<file path="config.mk">
export PLATFORM = sky130hd
export DESIGN_NAME = agent_fifo
export DESIGN_NICKNAME = d
export VERILOG_FILES = /design/src/rtl/xbar_pkg.sv /design/src/rtl/sync_fifo_mem.sv /design/src/rtl/agent_fifo.sv
export SDC_FILE = /design/constraint.sdc
export NUM_CORES = 1
export LEC_CHECK = 0
export CAP_MARGIN = 25
export CORE_MARGIN = 2
export CORE_UTILIZATION = 50
export CTS_BUF_LIST = sky130_fd_sc_hd__clkbuf_4 sky130_fd_sc_hd__clkbuf_8
export DETAILED_ROUTE_END_ITERATION = 10
export PLACE_DENSITY_LB_ADDON = 0.2
export RECOVER_POWER = 100
export SLEW_MARGIN = 20
export SYNTH_ARGS = -nofsm -noshare
export SYNTH_HDL_FRONTEND = slang
export SYNTH_SLANG_ARGS = --single-unit
</file>
<file path="constraint.sdc">
create_clock -name clk_i -period 7.26 [get_ports clk_i]
set_input_delay 1.452 -clock clk_i [delete_from_list [all_inputs] [get_ports clk_i]]
set_output_delay 1.452 -clock clk_i [all_outputs]
set_load 0.01 [all_outputs]
</file>
<file path="src/rtl/xbar_pkg.sv">
// Shared crossbar types: command encoding and the agent FIFO controller states.
package xbar_pkg;

  typedef enum logic {
    XBAR_CMD_READ  = 1'b0,
    XBAR_CMD_WRITE = 1'b1
  } xbar_cmd_e;

  typedef enum logic [1:0] {
    IDLE    = 2'd0,
    WR_DATA = 2'd1,
    WR_ACK  = 2'd2,
    RD_ACK  = 2'd3
  } agent_state_e;

endpackage

</file>
<file path="src/rtl/sync_fifo_mem.sv">
// FIFO storage plus wrap-bit read/write pointers; the data array itself is never reset.
module sync_fifo_mem #(
  parameter  int unsigned DW    = 32,
  parameter  int unsigned DEPTH = 8,
  localparam int unsigned AW    = $clog2(DEPTH)
) (
  input  logic          clk_i,
  input  logic          reset_ni,
  input  logic          push_i,
  input  logic          pop_i,
  input  logic [DW-1:0] wdata_i,
  output logic [DW-1:0] rdata_o,
  output logic          full_o,
  output logic          empty_o,
  output logic [AW:0]   level_o
);

  localparam logic [AW:0] PTR_ONE = {{AW{1'b0}}, 1'b1};

  logic [DW-1:0] r_mem [DEPTH];
  logic [AW:0]   r_wptr;
  logic [AW:0]   r_rptr;

  always_ff @(posedge clk_i or negedge reset_ni) begin
    if (!reset_ni) begin
      r_wptr <= '0;
      r_rptr <= '0;
    end else begin
      if (push_i && !full_o)
        r_wptr <= r_wptr + PTR_ONE;
      if (pop_i && !empty_o)
        r_rptr <= r_rptr + PTR_ONE;
    end
  end

  always_ff @(posedge clk_i) begin
    if (push_i && !full_o)
      r_mem[r_wptr[AW-1:0]] <= wdata_i;
  end

  // Extra MSB distinguishes full (same slot, different lap) from empty.
  assign rdata_o = r_mem[r_rptr[AW-1:0]];
  assign empty_o = (r_wptr == r_rptr);
  assign full_o  = (r_wptr[AW-1:0] == r_rptr[AW-1:0]) && (r_wptr[AW] != r_rptr[AW]);
  assign level_o = r_wptr - r_rptr;

endmodule

</file>
<file path="src/rtl/agent_fifo.sv">
// Crossbar agent that exposes a FIFO: writes push, reads pop, each closed by a one-cycle ack.
module agent_fifo
  import xbar_pkg::*;
#(
  parameter  int unsigned DW    = 32,
  parameter  int unsigned DEPTH = 8,
  localparam int unsigned LW    = $clog2(DEPTH) + 1
) (
  input  logic          clk_i,
  input  logic          reset_ni,
  input  logic          req_i,
  input  logic          cmd_i,
  input  logic [DW-1:0] host_word_i,
  output logic          ack_o,
  output logic [DW-1:0] agent_word_o,
  output logic          full_o,
  output logic          empty_o,
  output logic [LW-1:0] level_o
);

  agent_state_e r_state;
  agent_state_e w_state_nxt;
  xbar_cmd_e    w_cmd;
  logic         w_push;
  logic         w_pop;
  logic         w_ack;
  logic         w_full;
  logic         w_empty;

  assign w_cmd = xbar_cmd_e'(cmd_i);

  always_ff @(posedge clk_i or negedge reset_ni) begin
    if (!reset_ni)
      r_state <= IDLE;
    else
      r_state <= w_state_nxt;
  end

  // Request and command are only looked at in IDLE; later states run to completion.
  always_comb begin
    w_state_nxt = r_state;
    w_push      = 1'b0;
    w_pop       = 1'b0;
    w_ack       = 1'b0;
    case (r_state)
      IDLE: begin
        if (req_i) begin
          if (w_cmd == XBAR_CMD_WRITE && !w_full)
            w_state_nxt = WR_DATA;
          else if (w_cmd == XBAR_CMD_READ && !w_empty)
            w_state_nxt = RD_ACK;
        end
      end
      WR_DATA: begin
        w_push      = 1'b1;
        w_state_nxt = WR_ACK;
      end
      WR_ACK: begin
        w_ack       = 1'b1;
        w_state_nxt = IDLE;
      end
      RD_ACK: begin
        w_ack       = 1'b1;
        w_pop       = 1'b1;
        w_state_nxt = IDLE;
      end
      default: w_state_nxt = IDLE;
    endcase
  end

  sync_fifo_mem #(
    .DW    (DW),
    .DEPTH (DEPTH)
  ) u_mem (
    .clk_i    (clk_i),
    .reset_ni (reset_ni),
    .push_i   (w_push),
    .pop_i    (w_pop),
    .wdata_i  (host_word_i),
    .rdata_o  (agent_word_o),
    .full_o   (w_full),
    .empty_o  (w_empty),
    .level_o  (level_o)
  );

  assign ack_o   = w_ack;
  assign full_o  = w_full;
  assign empty_o = w_empty;

endmodule

</file>
==> qor.csv <==
stage;metric;value;unit
run_status;status;finished, violations left;
run_status;violations;max-capacitance violations, max-slew violations;
worst_setup_path;cp_max_fo;44;
synthesis;synth_area_per_cell;20.3;um^2
die;start_util;50.9;%
placement;dp_hpwl;10600;um
synthesis;synth_top_cell_by_area;edfxtp_1;
global_routing;grt.total_usage;18.4;%
worst_setup_path;cp-start-kind;flop;
drt;drt_iter0_markers;355;
min_path;hold_class;flop to flop;
clocking;cts_max_level;2;
drt;num_vias;5001;
timing;fin_crit_sh;71.9;%
synthesis;synth_cell_types;28;
final_layout;nFillCells;1501;
global_routing;grt-ovfl-total;0;
clocking;clock_path_buffers;3;
worst_setup_path;critPathMaxStageDelay;1290;ps
worst_setup_path;path_cells;ha_1, and3_1, a21oi_1, nand2_1, nor3_1, clkbuf_1;
global_routing;antenna_found_initial;0;
drt;wl_per_cell;21.1;um
timing;period_minus_slack;5220;ps
flow_run;maxCapViolations;7;
timing;finalClockSkew;18.1;ps
clocking;cts_sinks;266;
worst_setup_path;required;7370;ps
worst_setup_path;worstReg2RegStart;u_mem.r_rptr[0];
timing;drv_slew;166;
synthesis;syn_inst;507;
die;die-area;21700;um^2
synthesis;netlist.area_leader.share;74.8;%
pwr;leakagePower;4.06;nW
clocking;cts_tree;yes;
synthesis;ys_top_cells_by_area;edfxtp_1 75%, mux4_2 14%, nand2_1 3.8%, dfrtp_1 2.4%, ha_1 0.61%;
timing;fmax;0.192;GHz
clocking;holdBufCountCts;0;
drt;totalWireLength;19400;um
timing;hold_viol;0;
global_routing;grt_pass1_vias;5355;
die;coreArea;20200;um^2
die;rows;52;
synthesis;synth_edf_count;256;
placement;place_congestion;0.774;
drt;via_per_inst;5.45;
clocking;clk_pin_slew_worst_paths;60;ps
clocking;numCtsBuffers;43;
timing;max-slew-margin-rel;-50.9;%
die;die_h;147;um
final_layout;syn_to_final_growth;17.9;%
drt;drcViolationCount;0;
global_routing;grt_pass1_wl;30000;um
clocking;postCtsSetupRepairBufs;0;
synthesis;syn-cell-area;10300;um^2
placement;port_buffers;74;
die;die_w;147;um
pwr;peakVddDrop;0.377;mV
drt;antenna_left;0;
worst_setup_path;cp-end-kind;flop;
final_layout;drive_above_1_share;21.0;%
synthesis;synth-seq-area-share;77.3;%
timing;setup_viol;0;
worst_setup_path;crit_arrival;5330;ps
pwr;power_density;381;nW/um^2
timing;setup_tns;0;ps
worst_setup_path;slowest_stage;clkbuf_1;
timing;rsz0062_at_grt;false;
min_path;worstHoldStart;r_state[1];
drt;dr.pass1.iters;5;
clocking;cts_resized;0;
die;ioPinCount;75;
final_layout;finalNetCount;661;
clocking;cts_root_buffer;clkbuf_8;
worst_setup_path;critPathLaunch;u_mem.r_rptr[0];
synthesis;synth_top_flop_cell;edfxtp_1;
clocking;clkLatencyLatePin;530;ps
synthesis;synth.ff_latch_count;266;
worst_setup_path;path_class;flop to flop;
synthesis;synthesis.nets;549;
synthesis;ys_async_sr_fraction;3.76;%
synthesis;yosysWarnings;0;
final_layout;postLayoutCoreUtil;60.0;%
global_routing;grt_max_degree;67;
timing;worst_slew_pin_slew;2260;ps
-- synthesized netlist by cell type (2+ instances only) --
cell type  instances
xnor2_1            7
edfxtp_1         256
nand2_1          104
clkbuf_1           5
mux4_2            64
nor2_1             5
buf_1              5
a21oi_1            2
nor3_1             4
buf_6              5
dfrtp_1           10
ha_1               5
xor2_1             3
nand4_1            2
nand2b_1           3
buf_2              7
inv_1              8
a21oi_2            2
-- sequential cells by signal, indices dropped and copies added, names as in the netlist --
register      cells
r_state           2
u_mem.r_wptr      4
u_mem.r_mem     256
u_mem.r_rptr      4
-- logic make-up after synthesis --
group | after synthesis | synth area share (%)
muxes | 65 | 14.1
DFF | 266 | 77.3
and+or+nand+nor | 122 | 4.80
xor gates and xnor gates | 11 | 1.01
buffers and inverters | 30 | 1.55
AOI/OAI and AO/OA | 7 | 0.451
adders and majority gates | 6 | 0.804
-- critical path: cells and delay by family, from the launching register on --
kind / cells / cell delay (ps)
AOI/OAI and AO/OA: 1 / 430
adders and majority gates: 1 / 400
buffers and inverters: 1 / 1290
DFF: 1 / 1010
and+or+nand+nor: 3 / 1640
-- worst paths after layout --
check	to	cells past startpoint	slack [ps]
min in group asynchronous	u_mem.r_wptr[1]	1	1340
max in group asynchronous	u_mem.r_rptr[0]	1	5510
max reg2reg	u_mem.r_mem[1][0]	6	2040
min reg2reg	r_state[1]	1	500
min	r_state[1]	1	500
max	u_mem.r_mem[1][0]	6	2040
-- layout make-up --
type / count / area, um^2 / share of cell area, %
sequential: 266 / 7940 / 65.6
multi-input combinational: 211 / 2180 / 18.0
timing repair buffer: 89 / 812 / 6.71
clock buffer: 59 / 724 / 5.98
tap: 270 / 338 / 2.79
clock inverter: 14 / 82.6 / 0.682
inverter: 8 / 30.0 / 0.248
antenna: 1 / 2.50 / 0.0207
-- through the flow --
step	total power [W]	area, um^2	hold WS (ps)	std cells	setup slack (ps)
floorplan	0.00291	10300	456	507	2770
global placement	0.00354	11400	478	844	2910
detailed placement	0.00357	11400	496	844	2900
CTS	0.00478	12200	507	917	2320
global route	0.00485	12100	538	917	1440
finish	0.00461	12100	501	918	2040
-- layout by cell type, fill, tap and decap left out --
cell type	count
a21o_1	1
a21oi_1	4
a31oi_1	1
and3_1	1
buf_4	4
bufinv_16	1
clkbuf_1	11
clkbuf_4	14
clkbuf_8	45
clkdlybuf4s50_1	3
clkinv_1	10
clkinv_2	3
dfrtp_1	8
dfrtp_2	1
dfrtp_4	1
diode_2	1
dlygate4sd3_1	71
edfxtp_1	256
fa_1	1
ha_1	5
inv_1	8
mux2_2	1
mux4_2	64
nand2_1	104
nand2b_1	3
nand3_1	1
nand4_1	2
nor2_1	5
nor3_1	4
nor4_4	1
o21ai_0	1
or2_0	1
xnor2_1	7
xnor2_2	1
xor2_1	3
-- where the power goes --
part	leakage (nW)	switching, W	total, W	internal (W)
Sequential	2.43	0.000135	0.00199	0.00185
Clock	0.430	0.000525	0.00120	0.000675
Combinational	1.20	0.000705	0.00142	0.000718
-- layer usage --
| layer | global-route usage (%) | vias to the layer above | share of wire, % |
|---|---|---|---|
| met2 | 30.1 | 134 | 50 |
| met3 | 4.22 | 24 | 5.2 |
| met1 | 25.5 | 2609 | 44 |
| met4 | 5.10 | 0 | 1.5 |
| li1 | - | 2234 | - |
| met5 | 0 | - | 0 |
No activity file was read; power rests on OpenSTA's default activity.
